### src/rtl/encode_opnd_bytes_pkg.sv
// Shared types and constants for the serialising x86 instruction encoder.
// FSM state encoding, instruction length bound and the OPND_ENC_* operand form codes.
package encode_opnd_bytes_pkg;

  localparam int unsigned MAX_INSTR_LEN = 12;

  typedef enum logic [2:0] {
    StIdle  = 3'd0,
    StOpc   = 3'd1,
    StModrm = 3'd2,
    StSib   = 3'd3,
    StDisp  = 3'd4,
    StImm   = 3'd5
  } state_e;

  localparam logic [3:0] OPND_ENC_NONE                = 4'd0;
  localparam logic [3:0] OPND_ENC_IMM                 = 4'd1;
  localparam logic [3:0] OPND_ENC_DISP8               = 4'd2;
  localparam logic [3:0] OPND_ENC_DISP32              = 4'd3;
  localparam logic [3:0] OPND_ENC_REG_IMM             = 4'd4;
  localparam logic [3:0] OPND_ENC_EAX_IMM             = 4'd5;
  localparam logic [3:0] OPND_ENC_MODREGRM_RM         = 4'd6;
  localparam logic [3:0] OPND_ENC_MODREGRM_RM_REG     = 4'd7;
  localparam logic [3:0] OPND_ENC_MODREGRM_REG_RM     = 4'd8;
  localparam logic [3:0] OPND_ENC_MODREGRM_RM_IMM     = 4'd9;
  localparam logic [3:0] OPND_ENC_MODREGRM_REG_RM_IMM = 4'd10;
  localparam logic [3:0] OPND_ENC_MODREGRM_RM_REG_IMM = 4'd11;

  function automatic logic form_has_modrm(input logic [3:0] form);
    return form inside {OPND_ENC_MODREGRM_RM, OPND_ENC_MODREGRM_RM_REG,
                        OPND_ENC_MODREGRM_REG_RM, OPND_ENC_MODREGRM_RM_IMM,
                        OPND_ENC_MODREGRM_REG_RM_IMM, OPND_ENC_MODREGRM_RM_REG_IMM};
  endfunction

  function automatic logic form_has_imm(input logic [3:0] form);
    return form inside {OPND_ENC_IMM, OPND_ENC_MODREGRM_RM_IMM, OPND_ENC_REG_IMM,
                        OPND_ENC_EAX_IMM, OPND_ENC_MODREGRM_REG_RM_IMM,
                        OPND_ENC_MODREGRM_RM_REG_IMM};
  endfunction

endpackage

### src/rtl/encode_opnd_len.sv
// Combinational presence/length decode for the optional ModR/M, SIB, displacement
// and immediate fields of one instruction.
module encode_opnd_len
  import encode_opnd_bytes_pkg::*;
(
  input  logic [3:0] i_opnd_form,
  input  logic [7:0] i_modrm,
  input  logic [2:0] i_imm_len,
  input  logic       i_addr16,
  output logic       o_has_modrm,
  output logic       o_has_sib,
  output logic [2:0] o_disp_len,
  output logic [2:0] o_imm_bytes
);

  logic [1:0] w_mod;
  logic [2:0] w_rm;
  logic       w_mem;

  assign w_mod = i_modrm[7:6];
  assign w_rm  = i_modrm[2:0];
  assign w_mem = o_has_modrm && (w_mod != 2'b11);

  assign o_has_modrm = form_has_modrm(i_opnd_form);
  assign o_has_sib   = w_mem && !i_addr16 && (w_rm == 3'b100);

  always_comb begin
    o_disp_len = 3'd0;
    if (i_opnd_form == OPND_ENC_DISP8) begin
      o_disp_len = 3'd1;
    end else if (i_opnd_form == OPND_ENC_DISP32) begin
      o_disp_len = 3'd4;
    end else if (w_mem) begin
      if (w_mod == 2'b01) begin
        o_disp_len = 3'd1;
      end else if (w_mod == 2'b10) begin
        o_disp_len = i_addr16 ? 3'd2 : 3'd4;
      end else if (w_rm == 3'b101 && !i_addr16) begin
        o_disp_len = 3'd4;
      end else if (w_rm == 3'b110 && i_addr16) begin
        o_disp_len = 3'd2;
      end
    end
  end

  // Out-of-range immediate lengths saturate to a full dword.
  always_comb begin
    o_imm_bytes = 3'd0;
    if (form_has_imm(i_opnd_form)) begin
      unique case (i_imm_len)
        3'd1:    o_imm_bytes = 3'd1;
        3'd2:    o_imm_bytes = 3'd2;
        default: o_imm_bytes = 3'd4;
      endcase
    end
  end

endmodule

### src/rtl/encode_opnd_bytes.sv
// Serialising x86 instruction encoder: parallel fields in, little-endian byte stream out.
// Optional ENCODE_ADDR16_EN enables the 16-bit addressing SIB/displacement rules.
module encode_opnd_bytes
  import encode_opnd_bytes_pkg::*;
(
  input  logic        clk,
  input  logic        rst_n,
  input  logic        in_valid,
  output logic        in_ready,
  input  logic [15:0] opcode,
  input  logic        opcode_2byte,
  input  logic [3:0]  opnd_form,
  input  logic [7:0]  modrm,
  input  logic [7:0]  sib,
  input  logic [31:0] disp,
  input  logic [31:0] imm,
  input  logic [2:0]  imm_len,
  input  logic        prefix_address_16bit,
  output logic        out_valid,
  input  logic        out_ready,
  output logic [7:0]  out_byte,
  output logic        out_last,
  output logic [3:0]  instr_len
);

  logic       w_addr16;
  logic       w_has_modrm, w_has_sib;
  logic [2:0] w_disp_len, w_imm_bytes;
  logic [3:0] w_len;

`ifdef ENCODE_ADDR16_EN
  assign w_addr16 = prefix_address_16bit;
`else
  assign w_addr16 = 1'b0 & prefix_address_16bit;
`endif

  encode_opnd_len u_len (
    .i_opnd_form (opnd_form),
    .i_modrm     (modrm),
    .i_imm_len   (imm_len),
    .i_addr16    (w_addr16),
    .o_has_modrm (w_has_modrm),
    .o_has_sib   (w_has_sib),
    .o_disp_len  (w_disp_len),
    .o_imm_bytes (w_imm_bytes)
  );

  assign w_len = 4'd1 + {3'd0, opcode_2byte} + {3'd0, w_has_modrm} + {3'd0, w_has_sib}
               + {1'b0, w_disp_len} + {1'b0, w_imm_bytes};

  state_e      r_state;
  logic [1:0]  r_idx;
  logic [3:0]  r_pos;
  logic [15:0] r_opcode;
  logic        r_opc2, r_has_modrm, r_has_sib;
  logic [7:0]  r_modrm, r_sib;
  logic [31:0] r_disp, r_imm;
  logic [2:0]  r_disp_len, r_imm_bytes;
  logic        r_out_valid, r_out_last;
  logic [7:0]  r_out_byte;
  logic [3:0]  r_instr_len;

  state_e      w_nxt_state;
  logic [1:0]  w_nxt_idx;
  logic [7:0]  w_nxt_byte;

  // Next byte position; absent segments fall through so no bubble is inserted.
  always_comb begin
    w_nxt_state = StIdle;
    w_nxt_idx   = 2'd0;
    case (r_state)
      StOpc: begin
        if (r_idx == 2'd0 && r_opc2) begin
          w_nxt_state = StOpc;
          w_nxt_idx   = 2'd1;
        end else if (r_has_modrm)         w_nxt_state = StModrm;
        else if (r_disp_len != 3'd0)      w_nxt_state = StDisp;
        else if (r_imm_bytes != 3'd0)     w_nxt_state = StImm;
      end
      StModrm: begin
        if (r_has_sib)                    w_nxt_state = StSib;
        else if (r_disp_len != 3'd0)      w_nxt_state = StDisp;
        else if (r_imm_bytes != 3'd0)     w_nxt_state = StImm;
      end
      StSib: begin
        if (r_disp_len != 3'd0)           w_nxt_state = StDisp;
        else if (r_imm_bytes != 3'd0)     w_nxt_state = StImm;
      end
      StDisp: begin
        if (({1'b0, r_idx} + 3'd1) < r_disp_len) begin
          w_nxt_state = StDisp;
          w_nxt_idx   = r_idx + 2'd1;
        end else if (r_imm_bytes != 3'd0) w_nxt_state = StImm;
      end
      StImm: begin
        if (({1'b0, r_idx} + 3'd1) < r_imm_bytes) begin
          w_nxt_state = StImm;
          w_nxt_idx   = r_idx + 2'd1;
        end
      end
      default: ;
    endcase
  end

  always_comb begin
    w_nxt_byte = 8'h00;
    case (w_nxt_state)
      StOpc:   w_nxt_byte = w_nxt_idx[0] ? r_opcode[15:8] : r_opcode[7:0];
      StModrm: w_nxt_byte = r_modrm;
      StSib:   w_nxt_byte = r_sib;
      StDisp:  w_nxt_byte = r_disp[{w_nxt_idx, 3'b000} +: 8];
      StImm:   w_nxt_byte = r_imm[{w_nxt_idx, 3'b000} +: 8];
      default: ;
    endcase
  end

  always_ff @(posedge clk or negedge rst_n) begin
    if (!rst_n) begin
      r_state     <= StIdle;
      r_idx       <= 2'd0;
      r_pos       <= 4'd0;
      r_opcode    <= 16'h0000;
      r_opc2      <= 1'b0;
      r_has_modrm <= 1'b0;
      r_has_sib   <= 1'b0;
      r_modrm     <= 8'h00;
      r_sib       <= 8'h00;
      r_disp      <= 32'h0;
      r_imm       <= 32'h0;
      r_disp_len  <= 3'd0;
      r_imm_bytes <= 3'd0;
      r_out_valid <= 1'b0;
      r_out_byte  <= 8'h00;
      r_out_last  <= 1'b0;
      r_instr_len <= 4'd0;
    end else if (r_state == StIdle) begin
      if (in_valid) begin
        r_state     <= StOpc;
        r_idx       <= 2'd0;
        r_pos       <= 4'd0;
        r_opcode    <= opcode;
        r_opc2      <= opcode_2byte;
        r_has_modrm <= w_has_modrm;
        r_has_sib   <= w_has_sib;
        r_modrm     <= modrm;
        r_sib       <= sib;
        r_disp      <= disp;
        r_imm       <= imm;
        r_disp_len  <= w_disp_len;
        r_imm_bytes <= w_imm_bytes;
        r_out_valid <= 1'b1;
        r_out_byte  <= opcode[7:0];
        r_out_last  <= (w_len == 4'd1);
        r_instr_len <= w_len;
      end
    end else if (r_out_valid && out_ready) begin
      if (r_out_last) begin
        r_state     <= StIdle;
        r_out_valid <= 1'b0;
        r_out_last  <= 1'b0;
      end else begin
        r_state    <= w_nxt_state;
        r_idx      <= w_nxt_idx;
        r_pos      <= r_pos + 4'd1;
        r_out_byte <= w_nxt_byte;
        r_out_last <= ((r_pos + 4'd2) == r_instr_len);
      end
    end
  end

  assign in_ready  = (r_state == StIdle);
  assign out_valid = r_out_valid;
  assign out_byte  = r_out_byte;
  assign out_last  = r_out_last;
  assign instr_len = r_instr_len;

endmodule
### config.mk
export PLATFORM = sky130hd
export DESIGN_NAME = encode_opnd_bytes
export DESIGN_NICKNAME = d
export VERILOG_FILES = /design/src/rtl/encode_opnd_bytes_pkg.sv /design/src/rtl/encode_opnd_len.sv /design/src/rtl/encode_opnd_bytes.sv
export SDC_FILE = /design/constraint.sdc
export NUM_CORES = 1
export LEC_CHECK = 0
export CAP_MARGIN = 10
export CORE_MARGIN = 3
export CORE_UTILIZATION = 35
export CTS_BUF_LIST = sky130_fd_sc_hd__clkbuf_16
export DETAILED_ROUTE_END_ITERATION = 6
export SLEW_MARGIN = 5
export SYNTH_ARGS = -nofsm -noshare
export SYNTH_HDL_FRONTEND = slang
export SYNTH_SLANG_ARGS = --single-unit
### constraint.sdc
create_clock -name clk -period 3.6 [get_ports clk]
set_input_delay 0.36 -clock clk [delete_from_list [all_inputs] [get_ports clk]]
set_output_delay 0.36 -clock clk [all_outputs]
set_load 0.1 [all_outputs]
==> results.sh <==
export IMPL_die_area_um2=18600
export IMPL_switching_power_w=0.00314
export IMPL_cp_slowest_cell="clkdlybuf4s50_1"
export IMPL_rows=46
export IMPL_period_share=0.878
export IMPL_antenna_found_initial=0
export IMPL_seq_power_share=0.326
export IMPL_combinationalPowerShare=0.412
export IMPL_numCtsBuffers=17
export IMPL_ys_ff_latch=119
export IMPL_hp_class="primary input to async pin"
export IMPL_synthFlopType="dfrtp_1"
export IMPL_clk_latency_ns=0.42
export IMPL_critPathKind="primary input to flop"
export IMPL_crit_buf_inv=3
export IMPL_synth_cell_area_um2=5930
export IMPL_ys_seq_area_frac=0.502
export IMPL_fin_crit_ns=3.16
export IMPL_syn_to_final_growth_pct=36.0
export IMPL_clkTransAtPathRegs_ns=0.06
export IMPL_ant_nets=0
export IMPL_drc=0
export IMPL_slew_limit_headroom=0.286
export IMPL_cts_htree_levels=4
export IMPL_post_cts_setup_buffer_count=0
export IMPL_end_kind="flop"
export IMPL_yosys_warnings=0
export IMPL_drtPass1Iterations=5
export IMPL_grt_overflow_total=0
export IMPL_wire_per_inst_um=16.3
export IMPL_vias=5272
export IMPL_p_leak_nw=3.88
export IMPL_cp_start_kind="primary input"
export IMPL_cp_required_ns=3.91
export IMPL_crit_chain="clkdlybuf4s50_1 > nor2b_1 > a211oi_1 > a31oi_1 > ha_1 > fa_1 > inv_1 > ha_1 > inv_1 > fa_1 > xor2_1 > nand4_1 > a221oi_1"
export IMPL_ir_drop_v=0.000644
export IMPL_gr_usage_all_layers=0.195
export IMPL_switching_share=0.424
export IMPL_die_w_um=136
export IMPL_grt_max_degree=107
export IMPL_core_um2=16200
export IMPL_maxCapViolations=0
export IMPL_tns_ns=0
export IMPL_root_buffer="clkbuf_16"
export IMPL_r2r_slack_ns=0.49
export IMPL_hold_viol=0
export IMPL_status="complete, no violations"
export IMPL_grt_pass1_vias=5565
export IMPL_cts_tree="built"
export IMPL_dp_hpwl_um=11700
export IMPL_syn_area_per_cell_um2=8.54
export IMPL_clock_skew_final_ns=0.00893
export IMPL_synth_fp_nets=817
export IMPL_wirelength_um=17000
export IMPL_place_gp_congestion=0.835
export IMPL_cts_buffer_depth=2
export IMPL_grt_pass1_wl_um=28100
export IMPL_async_flop_share=1.00
export IMPL_hold_slack_ns=0.0396
export IMPL_io_pins=124
export IMPL_hold_buffers=0
export IMPL_multi_input_area_um2=2780
export IMPL_crit_path_max_fanout=7
export IMPL_drt_iter0_drc=433
export IMPL_fmax_mhz=316
export IMPL_num_antenna_cells=0
export IMPL_seqCellArea_um2=2980
export IMPL_p_int_w=0.00428
export IMPL_viasPerCell=5.07
export IMPL_rsz0062_at_grt="false"
export IMPL_arrival_ns=3.47
export IMPL_final_nets=933
export IMPL_post_route_cells_drive_above_1_share=0.0752
export IMPL_cts_resized=0
export IMPL_worstMarginPinSlew_ns=1.07
export IMPL_slowest_delay_ns=0.60
export IMPL_finalSetupViolCount=0
export IMPL_fill_cells=1591
export IMPL_critical_path_top_delay_family="adder cells"
export IMPL_powerDensity_nw_per_um2=920
export IMPL_port_buffers=122
export IMPL_timing_final_max_slew_violations=0
export IMPL_initial_core_util=0.366
export IMPL_die_h_um=136
export IMPL_synth_cell_types=55
export IMPL_final_util=0.497
export IMPL_clockPowerShare=0.263
export IMPL_synthCells=695
export IMPL_synth_edff_count=0
export IMPL_cts_sinks=119
-- logic make-up (layout without fill, tap and decap cells) --
logic type | Yosys count | after routing | synth area share
compound gates | 91 | 91 | 0.116
simple gates | 400 | 400 | 0.277
mux | 16 | 16 | 0.0280
fa+ha+maj | 13 | 13 | 0.0299
buf+inv | 46 | 175 | 0.0321
flops | 119 | 119 | 0.502
xor+xnor | 10 | 10 | 0.0148
-- path summary, 6_finish.rpt --
kind	start	end	depth (start not counted)
min in group clk	disp[4]	r_disp[4]	3
hold / removal	rst_n	r_imm_bytes[2]	1
setup reg to reg	r_idx[0]	out_byte[3]	9
hold reg to reg	r_imm[29]	r_imm[29]	2
setup / recovery	opnd_form[2]	out_last	13
max in group asynchronous	rst_n	r_disp[1]	2
-- routing by layer --
| layer | global-route usage | share of wire | vias to the layer above |
|---|---|---|---|
| met5 | 0 | 0 | - |
| met2 | 0.304 | 0.47 | 165 |
| met1 | 0.265 | 0.46 | 2544 |
| met4 | 0.0739 | 0.018 | 0 |
| li1 | - | - | 2541 |
| met3 | 0.0429 | 0.054 | 22 |
-- cell type report --
class,count,share of cell area
Multi-Input combinational cell,530,0.345
Timing Repair Buffer,131,0.164
Clock buffer,17,0.0527
Inverter,12,0.00558
Sequential cell,119,0.369
Clock inverter,15,0.0307
Tap cell,216,0.0335
-- stage by stage --
step / std cells / cell area (um^2) / total power [W] / setup WS [ns]
finish: 1040 / 8070 / 0.00742 / 0.440
global placement: 1008 / 7390 / 0.00541 / 0.153
CTS: 1040 / 8070 / 0.00748 / 0.466
detailed placement: 1008 / 7390 / 0.00549 / 0.0515
global route: 1040 / 8070 / 0.00795 / 0.175
floorplan: 695 / 5940 / 0.00454 / 0.470
-- flip-flops by register name (all words and copies together) (netlist names), 2 cells and up --
name,flops
r_disp_len,2
r_state,3
r_idx,2
r_imm_bytes,3
r_sib,8
r_disp,32
r_imm,32
r_pos,4
instr_len,4
r_modrm,8
out_byte,8
r_opcode,8
-- power groups by stage --
stage	combinational (W)	sequential [W]	clock, W
2_1_floorplan	0.00177	0.00277	0
3_3_place_gp	0.00301	0.00240	0
4_1_cts	0.00309	0.00241	0.00198
3_5_place_dp	0.00307	0.00242	0
5_1_grt	0.00341	0.00250	0.00204
6_report	0.00306	0.00242	0.00195
-- layout by cell type (no fill, tap or decap), types with 7 or more instances in the layout --
cell type	count
a21oi_1	20
a221oi_2	7
a222oi_1	8
a31o_1	7
a31oi_1	7
buf_4	8
clkbuf_16	17
clkdlybuf4s50_1	120
dfrtp_1	119
ha_1	11
inv_1	12
mux2i_1	11
nand2_1	337
nand3_1	8
nor2_1	8
nor2b_1	7
nor3_1	8
o211ai_1	8
o21ai_0	11
xor2_1	7
-- synthesized netlist by cell type, types with 3 or more instances --
library cell | n | area (um^2)
nand2_1 | 338 | 1270
dfrtp_1 | 119 | 2980
clkbuf_1 | 22 | 82.6
a21oi_1 | 20 | 100
inv_1 | 12 | 45.0
ha_1 | 11 | 138
mux2i_1 | 11 | 110
o21ai_0 | 11 | 55.1
nor3_1 | 9 | 45.0
a222oi_1 | 8 | 80.1
nand3_1 | 8 | 40.0
nor2_1 | 8 | 30.0
o211ai_1 | 8 | 60.1
a221oi_2 | 7 | 105
a31o_1 | 7 | 61.3
a31oi_1 | 7 | 43.8
nor2b_1 | 7 | 43.8
xor2_1 | 7 | 61.3
nand2b_1 | 6 | 37.5
buf_2 | 5 | 25.0
nand3b_1 | 5 | 37.5
and2_1 | 4 | 25.0
buf_1 | 4 | 15.0
mux2_2 | 4 | 45.0
a21o_1 | 3 | 22.5
buf_4 | 3 | 22.5
o21a_1 | 3 | 22.5
xnor2_1 | 3 | 26.3
-- worst reg2reg max path, stage by stage (launching register included) --
cell and delay, ns:
dfrtp_1 0.50, inv_1 0.12, ha_1 0.37, nor2b_1 0.15, o221ai_1 0.29, a21oi_1 0.21
or4_1 0.71, a221oi_2 0.27, a31oi_1 0.10, a31o_1 0.26
Note: power is estimated with default switching activity, not from simulation.
